`config.mk`:
```
export PLATFORM = sky130hd
export DESIGN_NAME = rr_mux2_arbiter_flat
export DESIGN_NICKNAME = d
export VERILOG_FILES = /design/src/rtl/rr_mux2_arbiter_if.sv /design/src/rtl/rr_mux2_arbiter.sv /design/src/flat_wrapper.sv
export SDC_FILE = /design/constraint.sdc
export NUM_CORES = 1
export LEC_CHECK = 0
export ABC_AREA = 1
export CAP_MARGIN = 20
export CORE_MARGIN = 2
export CORE_UTILIZATION = 30
export DETAILED_ROUTE_END_ITERATION = 12
export GPL_ROUTABILITY_DRIVEN = 0
export GPL_TIMING_DRIVEN = 0
export SLEW_MARGIN = 0
export SYNTH_ARGS = -nofsm -noshare
export SYNTH_HDL_FRONTEND = slang
export SYNTH_SLANG_ARGS = --single-unit
```
`constraint.sdc`:
```
create_clock -name clk -period 1.7 [get_ports clk]
set_input_delay 0.34 -clock clk [delete_from_list [all_inputs] [get_ports clk]]
set_output_delay 0.34 -clock clk [all_outputs]
set_load 0.005 [all_outputs]
```
`src/rtl/rr_mux2_arbiter_if.sv`:
```
// Handshake bundle for the two-source round-robin arbiter: A and B request
// channels plus the registered output slot and its mux select.
interface rr_mux2_arbiter_if #(
  parameter int WIDTH = 8
);
  logic             a_valid;
  logic [WIDTH-1:0] a_data;
  logic             a_ready;
  logic             b_valid;
  logic [WIDTH-1:0] b_data;
  logic             b_ready;
  logic             y_valid;
  logic [WIDTH-1:0] y_data;
  logic             y_ready;
  logic             sel;

  // Arbiter side: consumes both sources, produces the output slot.
  modport slave (
    input  a_valid, a_data, b_valid, b_data, y_ready,
    output a_ready, b_ready, y_valid, y_data, sel
  );

  // Environment side: drives the sources and the downstream ready.
  modport master (
    output a_valid, a_data, b_valid, b_data, y_ready,
    input  a_ready, b_ready, y_valid, y_data, sel
  );
endinterface

```
`src/rtl/rr_mux2_arbiter.sv`:
```
// Two-source valid/ready arbiter with a burst-limited round-robin policy,
// feeding a single registered output slot that refills while it drains.
module rr_mux2_arbiter #(
  parameter int WIDTH     = 8,
  parameter int BURST_LEN = 2,
  parameter int CNT_W     = 4
) (
  input  logic               clk,
  input  logic               rst,
  rr_mux2_arbiter_if.slave   bus
);

  typedef enum logic {
    SRC_A = 1'b0,
    SRC_B = 1'b1
  } src_t;

  localparam logic [CNT_W-1:0] BURST_MAX = CNT_W'(BURST_LEN);

  src_t             owner;
  src_t             grant;
  logic             grant_vld;
  logic [CNT_W-1:0] burst_cnt;
  logic             load_en;
  logic             xfer;
  logic [WIDTH-1:0] grant_data;

  // Slot may accept a word when empty or when it drains this same cycle.
  assign load_en = !bus.y_valid || bus.y_ready;

  always_comb begin
    // NOTE: defaults first so every path assigns every output -- no latch.
    grant     = owner;
    grant_vld = 1'b0;
    if (bus.a_valid && bus.b_valid) begin
      grant_vld = 1'b1;
      grant     = (burst_cnt < BURST_MAX) ? owner
                                          : ((owner == SRC_A) ? SRC_B : SRC_A);
    end else if (bus.a_valid) begin
      grant_vld = 1'b1;
      grant     = SRC_A;
    end else if (bus.b_valid) begin
      grant_vld = 1'b1;
      grant     = SRC_B;
    end
  end

  assign xfer       = load_en && grant_vld && !rst;
  assign bus.a_ready = xfer && (grant == SRC_A);
  assign bus.b_ready = xfer && (grant == SRC_B);
  assign grant_data = (grant == SRC_B) ? bus.b_data : bus.a_data;

  always_ff @(posedge clk) begin
    // NOTE: non-blocking so every register samples pre-edge values.
    if (rst) begin
      bus.y_valid <= 1'b0;
      bus.y_data  <= '0;
      bus.sel     <= 1'b0;
      owner       <= SRC_A;
      burst_cnt   <= '0;
    end else if (xfer) begin
      bus.y_valid <= 1'b1;
      bus.y_data  <= grant_data;
      bus.sel     <= grant;
      if (grant == owner) begin
        burst_cnt <= (burst_cnt >= BURST_MAX) ? BURST_MAX : burst_cnt + 1'b1;
      end else begin
        owner     <= grant;
        burst_cnt <= CNT_W'(1);
      end
    end else if (bus.y_ready) begin
      // Drained with nothing to refill; data and select keep their last value.
      bus.y_valid <= 1'b0;
    end
  end

endmodule

```
`src/flat_wrapper.sv`:
```
// flat-port wrapper written by rule: the top's interface ports become plain ports
module rr_mux2_arbiter_flat 
#(
  parameter int WIDTH     = 8,
  parameter int BURST_LEN = 2,
  parameter int CNT_W     = 4
)
  (clk, rst, bus_a_valid, bus_a_data, bus_b_valid, bus_b_data, bus_y_ready, bus_a_ready, bus_b_ready, bus_y_valid, bus_y_data, bus_sel);
  rr_mux2_arbiter_if #(.WIDTH(WIDTH)) bus_i ();
  input  logic clk;
  input  logic rst;
  input wire logic [$bits(bus_i.a_valid)-1:0] bus_a_valid;
  input wire logic [$bits(bus_i.a_data)-1:0] bus_a_data;
  input wire logic [$bits(bus_i.b_valid)-1:0] bus_b_valid;
  input wire logic [$bits(bus_i.b_data)-1:0] bus_b_data;
  input wire logic [$bits(bus_i.y_ready)-1:0] bus_y_ready;
  output wire logic [$bits(bus_i.a_ready)-1:0] bus_a_ready;
  output wire logic [$bits(bus_i.b_ready)-1:0] bus_b_ready;
  output wire logic [$bits(bus_i.y_valid)-1:0] bus_y_valid;
  output wire logic [$bits(bus_i.y_data)-1:0] bus_y_data;
  output wire logic [$bits(bus_i.sel)-1:0] bus_sel;
  assign bus_i.a_valid = bus_a_valid;
  assign bus_i.a_data = bus_a_data;
  assign bus_i.b_valid = bus_b_valid;
  assign bus_i.b_data = bus_b_data;
  assign bus_i.y_ready = bus_y_ready;
  assign bus_a_ready = bus_i.a_ready;
  assign bus_b_ready = bus_i.b_ready;
  assign bus_y_valid = bus_i.y_valid;
  assign bus_y_data = bus_i.y_data;
  assign bus_sel = bus_i.sel;
  rr_mux2_arbiter #(.WIDTH(WIDTH), .BURST_LEN(BURST_LEN), .CNT_W(CNT_W)) u_core (.clk(clk), .rst(rst), .bus(bus_i));
endmodule
```
==> results of run 1 <==
-- worst max-delay path, delay by kind of cell, from the launching register on --
family | cells | cell delay (ns)
AND/OR/NAND/NOR | 6 | 0.50
flip-flops | 1 | 0.35
buffers and inverters | 3 | 0.17
-- how the worst max path moves through the flow --
stage                                     startpoint           to  slack [ns]
floorplan           u_core.burst_cnt[3]$_SDFFE_PP0P_  bus_b_ready        0.39
global placement                                 rst  bus_b_ready       -0.77
detailed placement                               rst  bus_b_ready       -0.76
CTS                 u_core.burst_cnt[2]$_SDFFE_PP0P_  bus_b_ready        0.01
global route        u_core.burst_cnt[3]$_SDFFE_PP0P_  bus_a_ready       -0.03
finish              u_core.burst_cnt[3]$_SDFFE_PP0P_  bus_b_ready        0.05
-- power by group through the flow --
| stage | clock [uW] | sequential, uW | combinational (uW) |
|---|---|---|---|
| after global placement | 0 | 413 | 296 |
| after global routing | 227 | 413 | 404 |
| final | 204 | 409 | 363 |
| after floorplan | 0 | 414 | 156 |
| after CTS | 215 | 408 | 344 |
| after detailed placement | 0 | 414 | 298 |
-- kinds of logic after synthesis --
family | after synthesis
adders and majority gates | 2
AOI/OAI and AO/OA | 4
DFF | 15
buffers and inverters | 22
and+or+nand+nor | 70
-- state kept, by name (all words and copies together) (netlist names) --
name and flops:
u_core.owner 1, u_core.bus.sel 1, u_core.burst_cnt 4, u_core.bus.y_data 8, u_core.bus.y_valid 1
-- layout make-up --
cell class / instances / share of cell area
Multi-Input combinational cell: 76 / 0.341
Clock buffer: 3 / 0.0173
Inverter: 18 / 0.0576
Tap cell: 30 / 0.0288
Clock inverter: 1 / 0.00384
Sequential cell: 15 / 0.234
Buffer: 3 / 0.0231
Timing Repair Buffer: 42 / 0.294
-- repair_timing --
| item | in CTS | in global routing |
|---|---|---|
| buffers inserted | 9 | 1 |
| pin swaps | 7 | 9 |
| resized for setup | 29 | 12 |
| endpoints found under the setup margin | 2 | 2 |
-- metal layers --
| layer | share of wire | vias to the layer above | GRT usage |
|---|---|---|---|
| li1 | - | 458 | - |
| met1 | 0.45 | 403 | 0.181 |
| met2 | 0.45 | 29 | 0.265 |
| met3 | 0.069 | 6 | 0.0375 |
| met4 | 0.023 | 0 | 0.0697 |
| met5 | 0 | - | 0 |
-- cells in the final DEF, fill, tap and decap left out, types with 2 or more instances in the layout --
master            n
nand3_2           2
nor2_2            2
dlygate4sd2_1     2
clkdlybuf4s50_1  26
ha_1              2
buf_6             3
nand3_1          19
dfxtp_1          11
nand2_1          25
nand2_4           2
dfxtp_2           4
nand4_1           9
clkbuf_4          3
nor2_4            2
nand2_2           2
nor2_1            3
buf_2             2
inv_2             4
inv_1            11
buf_4            10
-- stage by stage --
| stage | power (uW) | utilization | area [um2] | setup TNS, ns | hold WS (ns) |
|---|---|---|---|---|---|
| finish | 977 | 0.521 | 1300 | 0 | 0.442 |
| global route | 1040 | 0.521 | 1300 | -0.0640 | 0.433 |
| global placement | 709 | 0.461 | 1150 | -2.76 | 0.455 |
| floorplan | 570 | - | 796 | 0 | 0.409 |
| CTS | 967 | 0.510 | 1270 | 0 | 0.428 |
| detailed placement | 712 | 0.461 | 1150 | -2.54 | 0.463 |
==> results.cfg, run 1 <==
[routing]
drt_first_iter_violations = 21
dr_total_vias = 896
wl_um = 2200
antenna_left = 0
vias_per_cell = 4.77
wire_per_inst_um = 11.7
drcViolationCount = 0
firstDrtPassIters = 4

[synthesis]
synthAdderAreaFrac = 0.0314
ys_seq_area_frac = 0.377
synth_compound_area_frac = 0.0299
synthTopCellsByArea = dfxtp_1 38%, nand2_1 13%, nand3_1 13%, nand4_1 7.1%, inv_1 6.6%
synth_flop_cell = dfxtp_1
synthTopCellsByCount = 28 x nand2_1, 21 x nand3_1, 15 x dfxtp_1, 14 x inv_1, 9 x nand4_1
synth_cell_types = 21
synth_seq_cells = 15
syn_nets = 136
synth_xor_area_frac = 0
synth_top_area_frac = 0.377
synthCells = 113
yosysTopAreaCell = dfxtp_1
synth.most_common_cell = nand2_1
synth-edff-count = 0
synth_top_family_by_area = simple AND/OR/NAND/NOR gates
syn_avg_cell_area_um2 = 7.04
ys_warn_count = 0
synthMuxAreaShare = 0
async_flop_share = 0
synth_simple_gate_area_share = 0.429
synth.cell_area_um2 = 796

[cells_and_area]
drive_gt1_frac = 0.272
antenna_cells = 0
multiInputGateArea_um2 = 444
final_cells = 188
fill_cells = 239
seqCellArea_um2 = 305
fin_nets = 182
areaGrowthSynthToFinish_pct = 63.7

[power]
leakage_uw = 0.000632
p_seq_frac = 0.419
internal_power_uw = 662
swShare = 0.322
pwr-share-comb = 0.372
pwr-share-clk = 0.209
peakVddDrop_mv = 0.388
powerDensity_nw_per_um2 = 750
p_switching_uw = 314

[clocking]
clkSinkCount = 15
clk_latency_ns = 0.28
postCtsHoldBufs = 0
root_buffer = clkbuf_4
clockBufferDepth = 2
cts_tree = yes
htree_levels = 1
cts_made_buffers = 3
clk_pin_slew_ns = 0.09

[timing]
hold_viol = 0
fmaxAchievable_ghz = 0.606
worst_pin_slew_ns = 0.198
setup_viol = 0
period_share = 0.970
period_needed_ns = 1.65
fin_skew_ns = 0.00333
relSlewSlack = 0.868
setup_ws_ns = 0.0509
rsz0062_at_grt = yes
drv_slew = 0

[place]
place_inst = 175
hpwlAfterDp_um = 1490
io_buffer_count = 32
dp_slack_ns = -0.759

[floorplan]
row_count = 18
dieArea_um2 = 3080
dieWidth_um = 55.5
core_region_area_um2 = 2500
start_util = 0.318
num_io_pins = 33
die_h_um = 55.5

[grt]
grt_pass1_wl_um = 3740
gr-total-overflow = 0
grt_max_degree = 12
grt.total_usage = 0.155
first_global_vias = 882
antenna_found_initial = 0

[worst_setup_path]
worstSetupPathType = reg2out
crit_path_start_kind = flip-flop
crit_fanout = 3
crit_chain = nor2_4 -> nand3_2 -> nand2_2 -> nand2_4 -> nand2_8 -> inv_6 -> nand2_4 -> inv_2 -> buf_2
slowest_delay_ns = 0.35
cpMostUsedCell = nand2_4
cp_slowest_cell = dfxtp_2
end_kind = primary output
worstPathArrival_ns = 1.31
r2r_cells = 11
rr_startpoint = u_core.bus.y_valid$_SDFFE_PP0P_
rrSetupSlack_ns = 0.29
required_ns = 1.36
r2r-end = u_core.bus.y_data[7]$_SDFFE_PP0P_

[status]
outcome = complete, no violations

[hold_path]
holdCritStartpoint = rst
hp-class = in2reg
whs_endpoint = u_core.burst_cnt[2]$_SDFFE_PP0P_
hold_path_depth = 2

[run]
drv_cap = 0
Power figures use the tool's default switching activity.
==> run 2: changes to the inputs <==
- CAP_MARGIN: 20 -> 10
==> results of run 2 <==
The final DEF is identical to that of run 1; final timing and power are the same.
==> run 3: changes to the inputs <==
- CORE_UTILIZATION: 30 -> 41
- PLACE_DENSITY: unset -> 0.77
==> run 3 against run 2 <==
  * Critical path type unchanged
  * Hold slack better by 0.035 ns
  * Register-to-register slack worse by 0.25 ns
  * Largest cell class is now buffers
  * Largest power group unchanged
  * Highest routed layer unchanged
  * Via count up 11%
  * Maximum frequency down 2.4%
  * Total power up 2.7%
  * Global-route usage up 9.7 points
  * Sequential power about the same
  * Combinational power up 4%
==> results.cfg, run 3 (same netlist as run 1, synthesis figures left out) <==
[routing]
drcViolationCount = 0
firstDrtPassIters = 4
antenna_left = 0
wl_um = 2580
drt_first_iter_violations = 31
vias_per_cell = 5.28
wire_per_inst_um = 13.7
dr_total_vias = 997

[worst_setup_path]
end_kind = primary output
cp.buffers_inverters = 3
worstSetupPathType = reg2out
cp_slowest_cell = dfxtp_2
crit_path_start_kind = flip-flop
worstPathArrival_ns = 1.35
slowest_delay_ns = 0.35
crit_chain = nor2_4 -> nand3_2 -> nand2_2 -> nand2_4 -> nand2_8 -> inv_4 -> nand2_2 -> inv_1 -> buf_2
cpMostUsedCell = nand2_2
path_delay_family = simple AND/OR/NAND/NOR gates
crit_fanout = 3
required_ns = 1.36

[timing]
period_needed_ns = 1.69
period_share = 0.994
fmaxAchievable_ghz = 0.592
worst_hold_slack_ns = 0.477
setup_viol = 0
fin_tns_setup_ns = 0
hold_viol = 0
relSlewSlack = 0.773
drv_slew = 0
rsz0062_at_grt = yes
worst_pin_slew_ns = 0.341
fin_skew_ns = 0.00655

[floorplan]
core_region_area_um2 = 1780
dieArea_um2 = 2310
row_count = 15
die_h_um = 48.1
dieWidth_um = 48.1
num_io_pins = 33
start_util = 0.446

[hold_path]
hp-class = reg2reg

[cells_and_area]
final_cell_mix = 26 x clkdlybuf4s50_1, 24 x nand2_1, 20 x nand3_1
fill_cells = 136
antenna_cells = 0
largest_reg_flops = 8
multiInputGateArea_um2 = 437
stdcell_area_um2 = 1330
drive_gt1_frac = 0.280
largestRegisters = u_core.bus.y_data: 8 flops, u_core.burst_cnt: 4 flops
final_common_cell = clkdlybuf4s50_1
areaGrowthSynthToFinish_pct = 67.1
regMostFlops = u_core.bus.y_data
final_cells = 189
fin_nets = 188
seqCellArea_um2 = 305

[grt]
first_global_vias = 900
grt_pass1_wl_um = 3910
grt_max_degree = 12
grt.total_usage = 0.252
gr-total-overflow = 0
antenna_found_initial = 0

[run]
drv_cap = 0

[clocking]
clk_pin_slew_ns = 0.10
clkSinkCount = 15
htree_levels = 1
cts_made_buffers = 3
clockBufferDepth = 2
root_buffer = clkbuf_4
clk_latency_ns = 0.29
cts_tree = yes

[power]
fin_total_pwr_uw = 1000
internal_power_uw = 672
pwr-share-clk = 0.215
pwr-share-comb = 0.376
swShare = 0.330
powerDensity_nw_per_um2 = 754
p_seq_frac = 0.409
leakage_uw = 0.000650
peakVddDrop_mv = 0.650
p_switching_uw = 331

[place]
io_buffer_count = 32
place_inst = 170
hpwlAfterDp_um = 1550
dpl-instance-area_um2 = 1150

[status]
outcome = complete, no violations
## run 3: power by group through the flow
stage / clock network (uW) / registers (uW) / logic (uW)
after floorplan: 0 / 414 / 156
after global placement: 0 / 412 / 291
after detailed placement: 0 / 414 / 298
after CTS: 210 / 410 / 341
after global routing: 236 / 414 / 409
final: 216 / 410 / 377
## run 3: layer usage
layer | track usage | part of all wire | vias to the layer above
met2 | 0.416 | 0.51 | 58
met4 | 0.178 | 0.036 | 0
met1 | 0.290 | 0.39 | 455
li1 | - | - | 471
met3 | 0.0453 | 0.064 | 13
met5 | 0 | 0 | -
## run 3: layout make-up
class                           instances  area share
Buffer                                  3      0.0226
Clock buffer                            4      0.0198
Inverter                               18      0.0564
Multi-Input combinational cell         76       0.328
Sequential cell                        15       0.230
Tap cell                               25      0.0235
Timing Repair Buffer                   48       0.320
## run 3: timing repair
| item | CTS | global route |
|---|---|---|
| setup endpoints to repair | 2 | 5 |
| pin swaps | 5 | 4 |
| buffers inserted | 13 | 3 |
| hold buffers | 0 | 0 |
| gates resized for setup | 29 | 8 |
## run 3: stage by stage
stage | worst slack, ns | util
finish | 0.0109 | 0.746
global route | -0.0437 | 0.746
CTS | 0.0156 | 0.728
detailed placement | -0.754 | 0.644
global placement | -0.751 | 0.644
floorplan | 0.388 | -
## run 3: worst register-to-register path: cells and delay by family (launching register included)
kind | cells | cell delay (ns)
simple gates | 6 | 0.61
buf+inv | 6 | 0.60
flops | 1 | 0.35
## run 3: final timing paths
kind | startpoint | to | slack (ns) | cells past startpoint
setup reg to reg | u_core.burst_cnt[3]$_SDFFE_PP0P_ | u_core.burst_cnt[1]$_SDFFE_PP0P_ | 0.04 | 12
hold reg to reg | u_core.bus.sel$_SDFFE_PP0P_ | u_core.bus.sel$_SDFFE_PP0P_ | 0.48 | 2
setup / recovery | u_core.burst_cnt[3]$_SDFFE_PP0P_ | bus_b_ready | 0.01 | 9
hold / removal | u_core.bus.sel$_SDFFE_PP0P_ | u_core.bus.sel$_SDFFE_PP0P_ | 0.48 | 2
